[config.mk]
export PLATFORM = sky130hd
export DESIGN_NAME = tp_mul_pipe
export DESIGN_NICKNAME = d
export VERILOG_FILES = /design/src/rtl/tp_mul_pipe.sv
export SDC_FILE = /design/constraint.sdc
export NUM_CORES = 1
export LEC_CHECK = 0
export CAP_MARGIN = 15
export CORE_MARGIN = 2
export CORE_UTILIZATION = 40
export CTS_BUF_LIST = sky130_fd_sc_hd__clkbuf_16
export DETAILED_ROUTE_END_ITERATION = 16
export HOLD_SLACK_MARGIN = 0.05
export SKIP_LAST_GASP = 1
export SYNTH_ARGS = -nofsm -noshare
export SYNTH_HDL_FRONTEND = slang
export SYNTH_SLANG_ARGS = --single-unit
export TNS_END_PERCENT = 1
[constraint.sdc]
create_clock -name ap_clk -period 1.9 [get_ports ap_clk]
set_input_delay 0.19 -clock ap_clk [delete_from_list [all_inputs] [get_ports ap_clk]]
set_output_delay 0.19 -clock ap_clk [all_outputs]
set_load 0.1 [all_outputs]
[src/rtl/tp_mul_pipe.sv]
// tp_mul_pipe: pipelined signed multiplier with a valid/ready handshake.
// Stage 0 forms the exact product, the next stage applies the rounding
// right shift and the saturate/wrap range fit, and any further stages are
// pure delay. Each stage refills as soon as it is empty or being drained,
// so bubbles collapse behind a stalled output.
module tp_mul_pipe #(
    parameter int A_WIDTH   = 18,
    parameter int B_WIDTH   = 16,
    parameter int P_WIDTH   = 34,
    parameter int NUM_STAGE = 3,
    parameter int SHIFT     = 0,
    parameter int SATURATE  = 1
) (
    input  logic                               ap_clk,
    input  logic                               ap_rst_n,
    input  logic                               in_valid,
    output logic                               in_ready,
    input  logic signed [A_WIDTH-1:0]          din0,
    input  logic signed [B_WIDTH-1:0]          din1,
    output logic                               out_valid,
    input  logic                               out_ready,
    output logic signed [P_WIDTH-1:0]          dout,
    output logic                               ovf,
    output logic [$clog2(NUM_STAGE+1)-1:0]     occupancy
);
    localparam int W     = A_WIDTH + B_WIDTH;
    localparam int OCC_W = $clog2(NUM_STAGE + 1);
    localparam int LAST  = NUM_STAGE - 1;
    localparam int HI_W  = W - P_WIDTH + 2;

    // Half-LSB rounding constant; shifting a one up by SHIFT then down by one
    // gives 2^(SHIFT-1) and collapses to zero when SHIFT is zero.
    localparam logic [W:0] RND = ({{W{1'b0}}, 1'b1} << SHIFT) >> 1;

    localparam logic [P_WIDTH-1:0] SAT_MAX = {1'b0, {(P_WIDTH-1){1'b1}}};
    localparam logic [P_WIDTH-1:0] SAT_MIN = {1'b1, {(P_WIDTH-1){1'b0}}};

    // Round the full product, then fit it into P_WIDTH bits.
    // Returns {ovf, result}. The sum is one bit wider than the product so the
    // rounding add can never overflow; the value fits exactly when every bit
    // from the sign position of the output upward is identical.
    function automatic logic [P_WIDTH:0] fit_f(input logic signed [W-1:0] f);
        logic signed [W:0]  sum_v;
        logic signed [W:0]  r_v;
        logic               fits_v;
        logic [P_WIDTH-1:0] lo_v;
        sum_v  = $signed({f[W-1], f} + RND);
        r_v    = sum_v >>> SHIFT;
        fits_v = (r_v[W:P_WIDTH-1] == {HI_W{1'b0}}) ||
                 (r_v[W:P_WIDTH-1] == {HI_W{1'b1}});
        if ((SATURATE != 0) && !fits_v) begin
            lo_v = r_v[W] ? SAT_MIN : SAT_MAX;
        end else begin
            lo_v = r_v[P_WIDTH-1:0];
        end
        return {~fits_v, lo_v};
    endfunction

    // Number of set bits in the stage valid vector.
    function automatic logic [OCC_W-1:0] popcount_f(input logic [NUM_STAGE-1:0] v);
        logic [OCC_W-1:0] cnt_v;
        cnt_v = '0;
        for (int i = 0; i < NUM_STAGE; i++) begin
            cnt_v = cnt_v + OCC_W'(v[i]);
        end
        return cnt_v;
    endfunction

    logic [NUM_STAGE-1:0] valid_q;
    logic [NUM_STAGE-1:0] valid_d;
    logic [NUM_STAGE-1:0] ld_s;
    logic [NUM_STAGE-1:0] leave_s;
    logic [NUM_STAGE-1:0] en_s;
    logic [OCC_W-1:0]     occ_q;
    logic [P_WIDTH:0]     res_last_s;

    logic signed [W-1:0]  a_ext_s;
    logic signed [W-1:0]  b_ext_s;
    logic signed [W-1:0]  prod_s;

    assign a_ext_s = {{B_WIDTH{din0[A_WIDTH-1]}}, din0};
    assign b_ext_s = {{A_WIDTH{din1[B_WIDTH-1]}}, din1};
    assign prod_s  = a_ext_s * b_ext_s;

    // Load/leave chain resolved from the output back toward the input:
    // a stage loads when empty or when its contents move on this cycle.
    always_comb begin
        leave_s       = '0;
        ld_s          = '0;
        leave_s[LAST] = out_ready;
        ld_s[LAST]    = ~valid_q[LAST] | leave_s[LAST];
        for (int i = LAST - 1; i >= 0; i--) begin
            leave_s[i] = ld_s[i+1];
            ld_s[i]    = ~valid_q[i] | leave_s[i];
        end
    end

    // Valid-bit next state and data-load enables (data moves only with valid).
    always_comb begin
        valid_d    = valid_q;
        en_s       = '0;
        valid_d[0] = ld_s[0] ? in_valid : valid_q[0];
        en_s[0]    = ld_s[0] & in_valid;
        for (int i = 1; i < NUM_STAGE; i++) begin
            valid_d[i] = ld_s[i] ? valid_q[i-1] : valid_q[i];
            en_s[i]    = ld_s[i] & valid_q[i-1];
        end
    end

    // Stage valid bits and the registered occupancy count.
    always_ff @(posedge ap_clk or negedge ap_rst_n) begin
        if (!ap_rst_n) begin
            valid_q <= '0;
            occ_q   <= '0;
        end else begin
            valid_q <= valid_d;
            occ_q   <= popcount_f(valid_d);
        end
    end

    if (NUM_STAGE == 1) begin : g_single
        logic [P_WIDTH:0] res_q;

        // Single stage: multiply, round and fit in one registered step.
        always_ff @(posedge ap_clk or negedge ap_rst_n) begin
            if (!ap_rst_n) begin
                res_q <= '0;
            end else if (en_s[0]) begin
                res_q <= fit_f(prod_s);
            end else begin
                res_q <= res_q;
            end
        end

        assign res_last_s = res_q;
    end else begin : g_multi
        logic signed [W-1:0] prod_q;
        logic [P_WIDTH:0]    res_q [1:NUM_STAGE-1];

        // Stage 0 captures the exact full-width product.
        always_ff @(posedge ap_clk or negedge ap_rst_n) begin
            if (!ap_rst_n) begin
                prod_q <= '0;
            end else if (en_s[0]) begin
                prod_q <= prod_s;
            end else begin
                prod_q <= prod_q;
            end
        end

        // Stage 1 rounds and fits; later stages carry {ovf, result} forward.
        always_ff @(posedge ap_clk or negedge ap_rst_n) begin
            if (!ap_rst_n) begin
                for (int i = 1; i < NUM_STAGE; i++) begin
                    res_q[i] <= '0;
                end
            end else begin
                if (en_s[1]) begin
                    res_q[1] <= fit_f(prod_q);
                end
                for (int i = 2; i < NUM_STAGE; i++) begin
                    if (en_s[i]) begin
                        res_q[i] <= res_q[i-1];
                    end
                end
            end
        end

        assign res_last_s = res_q[NUM_STAGE-1];
    end

    assign in_ready  = ld_s[0];
    assign out_valid = valid_q[LAST];
    assign dout      = res_last_s[P_WIDTH-1:0];
    assign ovf       = res_last_s[P_WIDTH];
    assign occupancy = occ_q;

endmodule

==> results.md <==
* CTS clk-pin slew, worst paths at 0.07 ns
* Maximum level of the CTS H-tree at 3
* Hold violation total from the final report at 0
* Post-layout net count at 2179
* Mapped Avg Cell Area at 10.01 um^2
* Vertical extent of the die at 197.8 um
* Clock latency on the worst-skew pair at 0.34 ns
* Core area at 36790 um^2
* Post-layout worst setup margin at -3.395 ns
* HPWL after DPL at 27840 um
* Fin Clk Skew at 0.007720 ns
* Largest net degree at the start of global routing at 45
* Net count of the mapped netlist at 1916
* Total setup violations reported at the end of the flow at 32
* Filler cells at 3298
* CP Data Arrival Time at 5.53 ns
* Area share of and/or/nand/nor cells after synthesis at 0.1176
* Slew at the pin closest to its max-slew limit at 0.5860 ns
* Combined area of the multi-input logic cells at 11110 um^2
* Sequential cell area fraction in the yosys report at 0.1782
* Async set-reset flop share out of synthesis at 1.000
* Post-detailed-route via-to-cell ratio at 4.870
* Final Critical Period at 5.295 ns
* Highest achievable clock rate at 188.9 MHz
* Portion of netlist area occupied by mux cells at 0.05396
* Synth Cell Area at 15030 um^2
* Fraction of the mapped netlist area in compound gates at 0.05279
* Number of diodes at 0
* Placed Instance Area at 17680 um^2
* GRT Total Usage at 0.2017
* Remaining antenna violation count after routing at 0
* IO buf count at 75
* Number of slew-limit violations in the final report at 0
* Library cell with the highest instance count after synthesis: sky130_fd_sc_hd__inv_1
* Count of TritonRoute iterations in the first routing pass at 7
* Main combinational cell family by area after synthesis: adder cells
* Root cell of the clock tree: sky130_fd_sc_hd__clkbuf_16
* Data required time at the worst endpoint at 2.13 ns
* Violation count after the first detailed-routing iteration at 468
* Total DRC errors in the routed layout at 0
* CTS Sinks at 107
* Number of primary I/O pins at 77
* First-pass GRT wire length at 61500 um
* Area share of the largest cell type after synthesis at 0.3877
* Area share of fa/ha/maj cells after synthesis at 0.4593
* Via count of the first global-routing pass at 12075
* Status: finished with violations
* Relative slew slack at 0.6093
* Crit path max fanout at 5
* Routability cong. at 0.8602
* Total number of placement rows at 70
* Chip Width at 197.8 um
* Register bit count reported by yosys at 107
* Number of max-capacitance violations reported at 0
* Worst min path class: in2async
* Congestion Overflow GR at 0
* Synth Warn # at 0
* Crit Path Category: in2reg
* Clock tree from TritonCTS: yes
* Synth unique cells at 51
* Failing checks: negative setup slack
* Post-synthesis share of cell area spent on xor and xnor gates at 0.02098
* Cell area after layout at 19370 um^2
* Final worst-path cycle share at 2.787
* Area growth, synth to finish at 28.91%
* Number of flops mapped to enable cells by yosys at 0
* Critical path launch point type: input port
* Area of the die at 39130 um^2
* Crit end category: flop
* Most used flip-flop cell after synthesis: sky130_fd_sc_hd__dfrtp_1
* Detailed-route via count at 10894
* Total Wirelength at 37350 um
* Biggest area consumer among synthesized cells: sky130_fd_sc_hd__fa_1
* Commonest cells in the synthesized netlist: sky130_fd_sc_hd__inv_1, sky130_fd_sc_hd__fa_1, sky130_fd_sc_hd__nand2_1
* Unrepaired setup endpoints after global routing: yes
* Initial antenna violation count at 0
* Biggest area contributors in the synthesized netlist: sky130_fd_sc_hd__fa_1, sky130_fd_sc_hd__dfrtp_1, sky130_fd_sc_hd__inv_1, sky130_fd_sc_hd__ha_1, sky130_fd_sc_hd__mux2_2
* Initial core utilization at 0.4085
* Maximum clock path buffer count at 2
* Area taken by flip-flops and latches at 2678 um^2
* Proportion of layout cells with a drive suffix above 1 at 0.3058
* TritonCTS Buffers at 9
* Routed wire length per instance at 16.70 um
* Cell count after synthesis at 1501
## cell type report
cell class,instances,share of cell area
multi-input cells,961,0.5734
repair buffers,341,0.1753
well taps,468,0.03023
inverters,344,0.06692
clock inverters,7,0.004263
flip-flops and latches,107,0.1382
clock buffers,9,0.01163
## what timing repair did
action,4_1_cts,5_1_grt
hold endpoints to repair,40,0
gates resized for setup,201,60
gates cloned,17,0
pin swaps,80,74
endpoints found under the setup margin,32,32
hold buffers,1,0
buffers inserted,74,2
## final timing paths
check                           depth (start not counted)                from                 end  slack (ns)
worst min-delay path                                    2            ap_rst_n      res_last_s[31]        0.39
max in group asynchronous                               3            ap_rst_n   g_multi.res_q[42]        0.94
worst max register to register                          5          valid_q[2]   g_multi.prod_q[3]        0.24
worst max-delay path                                   23             din1[5]  g_multi.prod_q[32]       -3.39
min in group ap_clk                                     2  g_multi.prod_q[22]  g_multi.prod_q[22]        0.48
worst min register to register                          2  g_multi.prod_q[22]  g_multi.prod_q[22]        0.48
## sequential cells by signal, indices dropped and copies added (netlist names)
| name | count |
|---|---|
| res_last_s | 34 |
| g_multi.res_q | 34 |
| valid_q | 3 |
| occupancy | 2 |
| g_multi.prod_q | 34 |
## metrics by stage
stage          std cells  TNS, ns  hold slack, ns  setup slack (ns)  utilization
4_1_cts             2236   -89.73          0.4145            -3.449       0.5221
5_1_grt             2237   -93.02          0.4586            -3.554       0.5266
3_3_place_gp        2128  -109.12          0.2365            -4.136       0.4805
2_1_floorplan       1501  -119.04         -0.1056            -3.367            -
3_5_place_dp        2128  -110.03          0.2432            -4.201       0.4805
6_report            2237   -88.19          0.3918            -3.395       0.5266
## cells in the final DEF, fill, tap and decap left out, types with 18 or more instances in the layout
master,count
sky130_fd_sc_hd__o21ai_0,30
sky130_fd_sc_hd__ha_4,18
sky130_fd_sc_hd__buf_12,33
sky130_fd_sc_hd__and2_4,21
sky130_fd_sc_hd__fa_1,267
sky130_fd_sc_hd__dfrtp_1,107
sky130_fd_sc_hd__xnor2_1,22
sky130_fd_sc_hd__fa_2,24
sky130_fd_sc_hd__nand2_1,174
sky130_fd_sc_hd__ha_1,65
sky130_fd_sc_hd__and2_1,108
sky130_fd_sc_hd__inv_1,327
sky130_fd_sc_hd__buf_4,245
sky130_fd_sc_hd__mux2_2,72
## critical path, cell delays in order
cell                      delay, ns
sky130_fd_sc_hd__buf_6         0.11
sky130_fd_sc_hd__buf_12        0.13
sky130_fd_sc_hd__buf_4         0.14
sky130_fd_sc_hd__and2_1        0.17
sky130_fd_sc_hd__fa_1          0.50
sky130_fd_sc_hd__fa_1          0.52
sky130_fd_sc_hd__inv_1         0.05
sky130_fd_sc_hd__fa_1          0.49
sky130_fd_sc_hd__inv_1         0.05
sky130_fd_sc_hd__fa_1          0.51
sky130_fd_sc_hd__fa_1          0.49
sky130_fd_sc_hd__inv_1         0.05
sky130_fd_sc_hd__fa_1          0.49
sky130_fd_sc_hd__inv_2         0.05
sky130_fd_sc_hd__ha_4          0.21
sky130_fd_sc_hd__buf_4         0.13
sky130_fd_sc_hd__a21o_1        0.18
sky130_fd_sc_hd__o21a_1        0.23
sky130_fd_sc_hd__a31oi_4       0.19
sky130_fd_sc_hd__a21oi_4       0.10
sky130_fd_sc_hd__a221o_1       0.34
sky130_fd_sc_hd__xnor2_1       0.14
sky130_fd_sc_hd__o21ai_1       0.07
## logic make-up (layout without fill, tap and decap cells)
kind of cell	Yosys count	in the layout
fa+ha+maj	377	377
buf+inv	433	701
xor+xnor	36	36
compound gates	114	114
other cells	1	1
simple gates	361	361
flops	107	107
mux	72	72
## routing by layer
| layer | GRT usage | vias up | wire, um |
|---|---|---|---|
| li1 | - | 4966 | - |
| met1 | 0.2672 | 5602 | 15380 |
| met2 | 0.3486 | 276 | 19190 |
| met3 | 0.03168 | 50 | 2001 |
| met4 | 0.04623 | 0 | 779 |
| met5 | 0 | - | 0 |
Power is left out: the tool's default activity adds up to more than one toggle a clock period on the data nets, which glitch-free logic cannot reach.
